==> src/rtl/imm_gen_stage_pkg.sv <==
// Shared types and constants for the immediate-generation stage.
package imm_gen_stage_pkg;

  // Format-select bus width; four bits leave room for unknown encodings.
  localparam int INSTR_TYPE_W = 4;

  // Format codes.
  typedef enum logic [INSTR_TYPE_W-1:0] {
    IT_R  = 4'd0,
    IT_I  = 4'd1,
    IT_S  = 4'd2,
    IT_B  = 4'd3,
    IT_U  = 4'd4,
    IT_J  = 4'd5,
    IT_Z  = 4'd6,
    IT_SH = 4'd7
  } instr_type_e;

  // Raw immediate field widths before extension.
  localparam int I_W = 12;
  localparam int S_W = 12;
  localparam int B_W = 13;
  localparam int U_W = 32;
  localparam int J_W = 21;
  localparam int Z_W = 5;

  // Number of instruction bits carried (instr[31:7]).
  localparam int INSTR_W = 25;

endpackage

==> src/rtl/imm_gen_stage_if.sv <==
// Producer/consumer bundle for the immediate-generation stage.
interface imm_gen_stage_if
  import imm_gen_stage_pkg::*;
#(
  parameter int XLEN  = 64,
  parameter int TAG_W = 64
);
  logic                    flush;
  logic                    in_valid;
  logic                    in_ready;
  logic [INSTR_W-1:0]      instr;
  logic [INSTR_TYPE_W-1:0] instr_type;
  logic [TAG_W-1:0]        in_tag;
  logic                    out_valid;
  logic                    out_ready;
  logic [XLEN-1:0]         simm;
  logic                    illegal;
  logic [TAG_W-1:0]        out_tag;

  // Stage view.
  modport slave (
    input  flush, in_valid, instr, instr_type, in_tag, out_ready,
    output in_ready, out_valid, simm, illegal, out_tag
  );

  // Environment view (producer and consumer).
  modport master (
    output flush, in_valid, instr, instr_type, in_tag, out_ready,
    input  in_ready, out_valid, simm, illegal, out_tag
  );
endinterface

==> src/rtl/imm_gen_stage_imm_extract.sv <==
// Combinational immediate extraction and extension from instr[31:7].
module imm_extract
  import imm_gen_stage_pkg::*;
#(
  parameter int XLEN = 64
) (
  input  logic [INSTR_W-1:0]      instr,
  input  logic [INSTR_TYPE_W-1:0] instr_type,
  output logic [XLEN-1:0]         simm,
  output logic                    illegal
);
  // instr[0] is architectural bit 7; offset by LSB to keep ISA bit numbers readable.
  localparam int LSB     = 7;
  localparam int SHAMT_W = (XLEN == 64) ? 6 : 5;
  localparam int I_EXT   = XLEN - I_W;
  localparam int S_EXT   = XLEN - S_W;
  localparam int B_EXT   = XLEN - B_W;
  localparam int U_EXT   = XLEN - U_W;
  localparam int J_EXT   = XLEN - J_W;
  localparam int Z_EXT   = XLEN - Z_W;
  localparam int SH_EXT  = XLEN - SHAMT_W;

  logic [I_W-1:0]     i_fld_s;
  logic [S_W-1:0]     s_fld_s;
  logic [B_W-1:0]     b_fld_s;
  logic [U_W-1:0]     u_fld_s;
  logic [J_W-1:0]     j_fld_s;
  logic [Z_W-1:0]     z_fld_s;
  logic [SHAMT_W-1:0] sh_fld_s;
  logic [XLEN-1:0]    u_imm_s;

  assign i_fld_s  = instr[31-LSB:20-LSB];
  assign s_fld_s  = {instr[31-LSB:25-LSB], instr[11-LSB:7-LSB]};
  assign b_fld_s  = {instr[31-LSB], instr[7-LSB], instr[30-LSB:25-LSB],
                     instr[11-LSB:8-LSB], 1'b0};
  assign u_fld_s  = {instr[31-LSB:12-LSB], 12'h000};
  assign j_fld_s  = {instr[31-LSB], instr[19-LSB:12-LSB], instr[20-LSB],
                     instr[30-LSB:21-LSB], 1'b0};
  assign z_fld_s  = instr[19-LSB:15-LSB];
  assign sh_fld_s = instr[20-LSB+SHAMT_W-1:20-LSB];

  // U already fills 32 bits, so on a 32-bit datapath there is nothing to extend.
  if (U_EXT > 0) begin : g_u_ext
    assign u_imm_s = {{U_EXT{u_fld_s[U_W-1]}}, u_fld_s};
  end else begin : g_u_flat
    assign u_imm_s = u_fld_s;
  end

  // Select and extend the immediate for the requested format.
  always_comb begin
    simm    = {XLEN{1'b0}};
    illegal = 1'b0;
    case (instr_type)
      IT_I:    simm = {{I_EXT{i_fld_s[I_W-1]}}, i_fld_s};
      IT_S:    simm = {{S_EXT{s_fld_s[S_W-1]}}, s_fld_s};
      IT_B:    simm = {{B_EXT{b_fld_s[B_W-1]}}, b_fld_s};
      IT_U:    simm = u_imm_s;
      IT_J:    simm = {{J_EXT{j_fld_s[J_W-1]}}, j_fld_s};
      IT_Z:    simm = {{Z_EXT{1'b0}}, z_fld_s};
      IT_SH:   simm = {{SH_EXT{1'b0}}, sh_fld_s};
      IT_R:    simm = {XLEN{1'b0}};
      default: begin
        simm    = {XLEN{1'b0}};
        illegal = 1'b1;
      end
    endcase
  end
endmodule

==> src/rtl/imm_gen_stage.sv <==
// Registered immediate-generation stage: extracts at push time and buffers
// {simm, illegal, tag} in a 2-entry FIFO with valid/ready and flush.
module imm_gen_stage
  import imm_gen_stage_pkg::*;
#(
  parameter int XLEN  = 64,
  parameter int TAG_W = 64
) (
  input logic          clk,
  input logic          rst_n,
  imm_gen_stage_if.slave bus
);
  if (!((XLEN == 32) || (XLEN == 64))) begin : g_bad_xlen
    $error("imm_gen_stage: XLEN must be 32 or 64");
  end

  logic [1:0]       count_r;
  logic             rd_ptr_r;
  logic             wr_ptr_r;
  logic [XLEN-1:0]  simm_mem_r [2];
  logic             ill_mem_r  [2];
  logic [TAG_W-1:0] tag_mem_r  [2];

  logic             push_s;
  logic             pop_s;
  logic [XLEN-1:0]  ext_simm_s;
  logic             ext_ill_s;

  imm_extract #(.XLEN(XLEN)) u_imm_extract (
    .instr      (bus.instr),
    .instr_type (bus.instr_type),
    .simm       (ext_simm_s),
    .illegal    (ext_ill_s)
  );

  // Ready/valid come only from the registered occupancy.
  assign bus.in_ready  = (count_r != 2'd2);
  assign bus.out_valid = (count_r != 2'd0);
  assign push_s        = bus.in_valid & bus.in_ready;
  assign pop_s         = bus.out_valid & bus.out_ready;

  // Occupancy and pointer update; flush wins over any concurrent push or pop.
  always_ff @(posedge clk or negedge rst_n) begin
    if (!rst_n) begin
      count_r  <= 2'd0;
      rd_ptr_r <= 1'b0;
      wr_ptr_r <= 1'b0;
    end else if (bus.flush) begin
      count_r  <= 2'd0;
      rd_ptr_r <= 1'b0;
      wr_ptr_r <= 1'b0;
    end else begin
      case ({push_s, pop_s})
        2'b10:   count_r <= count_r + 2'd1;
        2'b01:   count_r <= count_r - 2'd1;
        default: count_r <= count_r;
      endcase
      if (push_s) wr_ptr_r <= ~wr_ptr_r;
      if (pop_s)  rd_ptr_r <= ~rd_ptr_r;
    end
  end

  // Entry storage, written at the write pointer on an accepted push.
  always_ff @(posedge clk or negedge rst_n) begin
    if (!rst_n) begin
      for (int i = 0; i < 2; i++) begin
        simm_mem_r[i] <= {XLEN{1'b0}};
        ill_mem_r[i]  <= 1'b0;
        tag_mem_r[i]  <= {TAG_W{1'b0}};
      end
    end else if (push_s && !bus.flush) begin
      simm_mem_r[wr_ptr_r] <= ext_simm_s;
      ill_mem_r[wr_ptr_r]  <= ext_ill_s;
      tag_mem_r[wr_ptr_r]  <= bus.in_tag;
    end
  end

  // Head payload, forced to zero while the FIFO is empty.
  always_comb begin
    if (count_r != 2'd0) begin
      bus.simm    = simm_mem_r[rd_ptr_r];
      bus.illegal = ill_mem_r[rd_ptr_r];
      bus.out_tag = tag_mem_r[rd_ptr_r];
    end else begin
      bus.simm    = {XLEN{1'b0}};
      bus.illegal = 1'b0;
      bus.out_tag = {TAG_W{1'b0}};
    end
  end
endmodule

==> src/flat_wrapper.sv <==
// flat-port wrapper written by rule: the top's interface ports become plain ports
module imm_gen_stage_flat import imm_gen_stage_pkg::*;
#(
  parameter int XLEN  = 64,
  parameter int TAG_W = 64
)
  (clk, rst_n, bus_flush, bus_in_valid, bus_instr, bus_instr_type, bus_in_tag, bus_out_ready, bus_in_ready, bus_out_valid, bus_simm, bus_illegal, bus_out_tag);
  imm_gen_stage_if #(.XLEN(XLEN), .TAG_W(TAG_W)) bus_i ();
  input logic clk;
  input logic rst_n;
  input wire logic [$bits(bus_i.flush)-1:0] bus_flush;
  input wire logic [$bits(bus_i.in_valid)-1:0] bus_in_valid;
  input wire logic [$bits(bus_i.instr)-1:0] bus_instr;
  input wire logic [$bits(bus_i.instr_type)-1:0] bus_instr_type;
  input wire logic [$bits(bus_i.in_tag)-1:0] bus_in_tag;
  input wire logic [$bits(bus_i.out_ready)-1:0] bus_out_ready;
  output wire logic [$bits(bus_i.in_ready)-1:0] bus_in_ready;
  output wire logic [$bits(bus_i.out_valid)-1:0] bus_out_valid;
  output wire logic [$bits(bus_i.simm)-1:0] bus_simm;
  output wire logic [$bits(bus_i.illegal)-1:0] bus_illegal;
  output wire logic [$bits(bus_i.out_tag)-1:0] bus_out_tag;
  assign bus_i.flush = bus_flush;
  assign bus_i.in_valid = bus_in_valid;
  assign bus_i.instr = bus_instr;
  assign bus_i.instr_type = bus_instr_type;
  assign bus_i.in_tag = bus_in_tag;
  assign bus_i.out_ready = bus_out_ready;
  assign bus_in_ready = bus_i.in_ready;
  assign bus_out_valid = bus_i.out_valid;
  assign bus_simm = bus_i.simm;
  assign bus_illegal = bus_i.illegal;
  assign bus_out_tag = bus_i.out_tag;
  imm_gen_stage #(.XLEN(XLEN), .TAG_W(TAG_W)) u_core (.clk(clk), .rst_n(rst_n), .bus(bus_i));
endmodule
==> config.mk <==
export PLATFORM = sky130hd
export DESIGN_NAME = imm_gen_stage_flat
export DESIGN_NICKNAME = d
export VERILOG_FILES = /design/src/rtl/imm_gen_stage_pkg.sv /design/src/rtl/imm_gen_stage_if.sv /design/src/rtl/imm_gen_stage_imm_extract.sv /design/src/rtl/imm_gen_stage.sv /design/src/flat_wrapper.sv
export SDC_FILE = /design/constraint.sdc
export NUM_CORES = 1
export LEC_CHECK = 0
export BUFFER_PORTS_ARGS = -buffer_cell sky130_fd_sc_hd__buf_4
export CORE_ASPECT_RATIO = 1.5
export CORE_MARGIN = 4
export CORE_UTILIZATION = 49
export DETAILED_ROUTE_END_ITERATION = 6
export PLACE_DENSITY = 0.87
export SETUP_SLACK_MARGIN = 0.15
export SYNTH_ARGS = -nofsm -noshare
export SYNTH_HDL_FRONTEND = slang
export SYNTH_SLANG_ARGS = --single-unit
==> constraint.sdc <==
create_clock -name clk -period 2.5 [get_ports clk]
set_input_delay 0.25 -clock clk [delete_from_list [all_inputs] [get_ports clk]]
set_output_delay 0.25 -clock clk [all_outputs]
set_load 0.01 [all_outputs]
==> results.yml, run 1 <==
detailed_routing:
  drcViolationCount: 0
  dr_wl_met2_mm: 12.46
  drt_iter0_drc: 568
  vias_per_cell: 5.624
  top_layer: "met4"
  dr_wl_met3_mm: 1.225
  num_vias: 7013
  wire_per_inst_um: 18.78
  wl_met1_mm: 8.759
  routed_wl_mm: 23.42
  first_pass_iters: 5
  final_antenna_net_count: 0
sta:
  worstMarginPinSlew_ns: 0.8670
  post-route-period-util_pct: 88.15
  maxSlewHeadroom_pct: 42.20
  min_period_ns: 2.204
  timing.final.ws_setup_ns: 0.2962
  finalSetupViolCount: 0
  setup_tns_ns: 0
  rsz0062_at_grt: "false"
  skew_ns: 0.005960
  hold_viol: 0
  fmax_mhz: 453.8
  slew_violations: 0
global_route:
  grt_pass1_wl_mm: 36.65
  grt_max_degree: 77
  gr-total-overflow: 0
  grt_antenna_before_repair: 0
  grt_use_total_pct: 20.94
  grt_pass1_vias: 7069
power:
  peakVddDrop_uv: 379.2
  power-per-cell-area_mw_per_mm2: 749.3
  p_leak_uw: 0.005333
synthesis:
  yosysUniqueCellTypes: 39
  synthArstFlopShare_pct: 100.0
  synth_edf_count: 0
  syn_area_mm2: 0.009696
  ys.flop_type: "dfrtp_1"
  synth_area_per_cell_um2: 12.00
  synth_top_area_share_pct: 51.10
  synthTopCellsByArea: "dfrtp_1 (51%), mux2_2 (17%), mux2i_1 (10%)"
  yosysTopAreaCell: "dfrtp_1"
  ys_warn_count: 0
  syn-instance-count: 808
  synth_nets: 906
  ys_ff_latch: 198
  yosysSeqAreaShare_pct: 51.10
critical_path:
  critPathKind: "register to primary output"
  reg2regPathDepth: 4
  endpoint_kind: "primary output"
  crit_family: "buffers and inverters"
  worstSetupStartpointType: "register"
  cp_cell_sequence: "nor2b_4 -> inv_1 -> buf_4 -> buf_4"
  worstPathArrival_ns: 1.95
  cp_max_fo: 17
  cpPeakStageDelay_ns: 0.46
  path_buf_inv: 3
  cp_slowest_cell: "dfrtp_1"
  cpMostUsedCell: "buf_4"
  worstPathRequired_ns: 2.25
  crit_cells: 4
clock_tree:
  clkLatencyLatePin_ns: 0.42
  cts_tree: "built"
  cts_buffers: 17
  h-tree-depth: 4
  cts-resized-gates: 0
  cts_sinks: 198
  clk_path_buf_depth: 2
  cts_root_buf: "clkbuf_16"
  path_clk_slew_ns: 0.06
final_layout:
  antenna_cells: 0
  utilization_pct: 61.95
  drive_above_1_share_pct: 43.79
  area_growth_pct: 23.42
  stdcell_area_mm2: 0.01197
  nFillCells: 1518
  final_nets: 1080
floorplanning:
  die_w_um: 122.9
  start_util_pct: 50.19
  ios: 229
  core_area_mm2: 0.01932
  dieHeight_um: 180.3
  num_rows: 62
  die_area_mm2: 0.02215
placed_design:
  routabilityCongestion: 0.8347
  dp_hpwl_mm: 16.27
  placed_area_mm2: 0.01144
  port_buffers: 228
  pre_cts_ws_ns: 0.5524
min_path:
  hold_class: "input port to register"
  hold_path_depth: 2
outcome:
  status: "finished clean"
job:
  maxCapViolations: 0
## synthesized netlist by cell type (2+ instances only)
cell type  count
o21ai_0        4
buf_2         26
buf_6          3
inv_1          7
nor2b_1       11
nand2b_1       3
xor2_1         2
nor3b_1        3
nor2_1        99
a31oi_1       46
mux2i_1      100
a22o_1         8
mux2_2       147
nand3_1        2
nand2_1        6
dfrtp_1      198
mux2_1        11
a32oi_1       15
buf_1          4
a21oi_1       27
and3b_1        3
clkbuf_1      24
and3_1         5
buf_4         39
## per-layer routing
layer / global-route usage, % / up-vias
met5: 0 / -
met4: 10.36 / 0
met3: 2.921 / 60
met2: 36.04 / 275
met1: 25.33 / 3498
li1: - / 3180
## logic make-up after synthesis
logic type                Yosys count  share of synthesized area [%]
muxes                             258                          28.67
buffers and inverters             103                          6.065
DFF                               198                          51.10
xor gates and xnor gates            2                         0.1807
AOI/OAI and AO/OA                 105                          7.072
and+or+nand+nor                   142                          6.904
## placed cells by master, fill, tap and decap left out, drive strengths merged, types with 3 or more instances in the layout
| cell | count |
|---|---|
| nor3b | 4 |
| nand2b | 3 |
| nand2 | 6 |
| inv | 8 |
| clkbuf | 20 |
| and3 | 5 |
| o21ai | 4 |
| a31oi | 46 |
| and3b | 3 |
| mux2i | 100 |
| a22o | 8 |
| nor2b | 12 |
| clkinv | 7 |
| a21oi | 27 |
| mux2 | 158 |
| nor2 | 99 |
| a32oi | 15 |
| dfrtp | 198 |
| buf | 249 |
## power by group
| part | switching [µW] | internal, µW |
|---|---|---|
| combinational | 1020 | 1210 |
| clock | 1140 | 1270 |
| sequential | 396 | 3940 |
## area by class of cell
cell class | count | area [µm²] | area share [%]
flip-flops and latches | 198 | 4959 | 41.44
multi-input cells | 507 | 4172 | 34.86
repair buffers | 251 | 1988 | 16.61
clock buffers | 19 | 442.9 | 3.701
well taps | 256 | 320.3 | 2.677
clock inverters | 9 | 58.81 | 0.4914
inverters | 7 | 26.28 | 0.2196
## flip-flops by register name, summed over array words and instances (netlist names)
| signal | count |
|---|---|
| u_core.ill_mem_r | 2 |
| u_core.count_r | 2 |
| u_core.tag_mem_r | 128 |
| u_core.wr_ptr_r | 1 |
| u_core.rd_ptr_r | 1 |
| u_core.simm_mem_r | 64 |
## final timing paths
check	to	slack, ns	startpoint
setup / recovery	bus_in_ready	0.30	u_core.count_r[1]
max in group asynchronous	u_core.rd_ptr_r	1.41	rst_n
setup reg to reg	u_core.tag_mem_r[60]	0.54	u_core.count_r[1]
min in group asynchronous	u_core.simm_mem_r[30]	0.32	rst_n
hold / removal	u_core.rd_ptr_r	0.03	bus_flush
hold reg to reg	u_core.tag_mem_r[71]	0.49	u_core.tag_mem_r[71]
## per-stage QoR
stage               power, µW  hold slack [ns]  std cells
floorplan                5718         -0.04559        808
global placement         6497           0.2186       1217
detailed placement       6624           0.2266       1217
CTS                      9028          0.01175       1246
global route             9429          0.02303       1247
finish                   8967          0.03326       1247
## timing repair
item,CTS,global route
hold buffers,1,0
endpoints found under the hold margin,47,0
setup buffers,0,1
setup endpoints to repair,0,3
No activity file was read; power rests on OpenSTA's default activity.
==> run 2: changes to the inputs <==
==> constraint.sdc (replaced) <==
create_clock -name clk -period 2.5 [get_ports clk]
set_input_delay 0.625 -clock clk [delete_from_list [all_inputs] [get_ports clk]]
set_output_delay 0.625 -clock clk [all_outputs]
set_load 0.01 [all_outputs]
==> results.yml, run 2 (same netlist as run 1, synthesis figures left out) <==
detailed_routing:
  wire_per_inst_um: 19.93
  num_vias: 7200
  final_antenna_net_count: 0
  drcViolationCount: 0
  routed_wl_mm: 25.23
  drt_iter0_drc: 478
  vias_per_cell: 5.687
  first_pass_iters: 5
sta:
  worstMarginPinSlew_ns: 0.9621
  post-route-period-util_pct: 95.54
  hold_viol: 0
  rsz0062_at_grt: "true"
  min_period_ns: 2.388
  slew_violations: 0
  maxSlewHeadroom_pct: 35.72
  setup_tns_ns: 0
  finalSetupViolCount: 0
  fmax_mhz: 418.7
  skew_ns: 0.008471
clock_tree:
  cts_sinks: 198
  clkLatencyLatePin_ns: 0.42
  clk_path_buf_depth: 2
  cts_root_buf: "clkbuf_16"
  postCtsHoldBufs: 0
  cts_tree: "built"
  path_clk_slew_ns: 0.07
  cts_buffers: 17
  h-tree-depth: 4
power:
  p_leak_uw: 0.005531
  peakVddDrop_uv: 446.9
  power-per-cell-area_mw_per_mm2: 771.4
critical_path:
  worstPathArrival_ns: 1.76
  worstSetupStartpointType: "register"
  worst-r2r-setup-slack_ns: 0.55
  cpPeakStageDelay_ns: 0.51
  endpoint_kind: "primary output"
  cp_cell_sequence: "buf_12 -> buf_16 -> mux2i_1 -> nor2_1 -> buf_4"
  cp_slowest_cell: "dfrtp_4"
  path_buf_inv: 3
  rr_startpoint: "u_core.count_r[1]"
  crit_family: "flip-flops"
  worstPathRequired_ns: 1.88
  rr_endpoint: "u_core.tag_mem_r[5]"
  cp_max_fo: 19
  reg2regPathDepth: 5
  critPathKind: "register to primary output"
floorplanning:
  start_util_pct: 50.19
  dieHeight_um: 180.3
  ios: 229
  die_w_um: 122.9
  core_area_mm2: 0.01932
  num_rows: 62
  die_area_mm2: 0.02215
global_route:
  grtUsageMet1_pct: 24.39
  grt.busiest_layer: "met2"
  grtUsageMet3_pct: 3.643
  gr-total-overflow: 0
  grt_max_degree: 63
  grt_use_total_pct: 21.43
  grt_antenna_before_repair: 1
  grt_pass1_vias: 7435
  grt_pass1_wl_mm: 37.60
  grt_util_met2_pct: 37.46
final_layout:
  mostFrequentLayoutCells: "buf_4 (238), dfrtp_1 (195), mux2_2 (147)"
  final_nets: 1094
  regArea_mm2: 0.004961
  area_growth_pct: 29.00
  regMostFlops: "u_core.tag_mem_r"
  nFillCells: 1444
  largest_reg_flops: 128
  top_regs: "u_core.tag_mem_r: 128 flops, u_core.simm_mem_r: 64 flops"
  drive_above_1_share_pct: 46.48
  stdcell_area_mm2: 0.01251
  multi_input_area_mm2: 0.004270
  final_common_cell: "buf_4"
min_path:
  hold_class: "input port to async pin"
placed_design:
  placed_area_mm2: 0.01145
  routabilityCongestion: 0.8371
  dp_hpwl_mm: 16.32
  port_buffers: 228
outcome:
  status: "finished clean"
job:
  maxCapViolations: 0
## run 2: cell count changes in the layout (fill, tap and decap cells not counted), sizes merged, moves of 3 or more
cell      change
clkbuf        +4
clkinv        -6
bufinv        +3
inv           +4
clkinvlp      +4
buf           +9
## run 2: power breakdown
group	internal (µW)	switching (µW)	total [µW]	leakage, µW
logic	1330	1100	2420	0.00285
clock network	1630	1240	2880	0.000293
registers	3940	410	4350	0.00239
## run 2: worst max path at each step
stage | start | end | slack (ns) | cells after the start
CTS | u_core.rd_ptr_r | bus_out_tag[10] | 0.04 | 4
floorplan | u_core.rd_ptr_r | bus_simm[32] | 0.30 | 5
global route | u_core.rd_ptr_r | bus_simm[30] | 0.09 | 5
detailed placement | bus_flush | u_core.tag_mem_r[87] | 0.34 | 5
global placement | bus_flush | u_core.tag_mem_r[83] | 0.38 | 5
finish | u_core.rd_ptr_r | bus_simm[26] | 0.11 | 5
## run 2: per-stage QoR
| stage | total power, µW | hold WS [ns] | setup slack (ns) | utilization, % | cells |
|---|---|---|---|---|---|
| 2_1_floorplan | 5719 | 0.3294 | 0.2988 | - | 808 |
| 3_3_place_gp | 6497 | 0.4662 | 0.3764 | 59.30 | 1215 |
| 3_5_place_dp | 6624 | 0.4742 | 0.3375 | 59.30 | 1215 |
| 4_1_cts | 9541 | 0.1636 | 0.03507 | 62.92 | 1251 |
| 5_1_grt | 10130 | 0.1861 | 0.09426 | 64.75 | 1266 |
| 6_report | 9648 | 0.1648 | 0.1115 | 64.75 | 1266 |
## run 2: area by class of cell
cell class / instances / share of cell area [%]
Antenna cell: 1 / 0.02001
Multi-Input combinational cell: 508 / 34.14
Tap cell: 256 / 2.561
Inverter: 7 / 0.2101
Sequential cell: 198 / 39.67
Timing Repair Buffer: 264 / 18.37
Clock buffer: 18 / 3.511
Clock inverter: 14 / 1.521
## run 2: what timing repair did
item	4_1_cts	5_1_grt
setup buffers	3	6
endpoints found under the setup margin	116	124
cloned	1	8
pin swaps	2	5
gates resized for setup	7	23
## run 2: routing by layer
| layer | routed length (µm) | vias up | part of all wire, % |
|---|---|---|---|
| met5 | 0 | - | 0 |
| met4 | 1159 | 0 | 4.6 |
| met3 | 1337 | 76 | 5.3 |
| met2 | 13720 | 278 | 54 |
| met1 | 9014 | 3624 | 36 |
| li1 | - | 3222 | - |
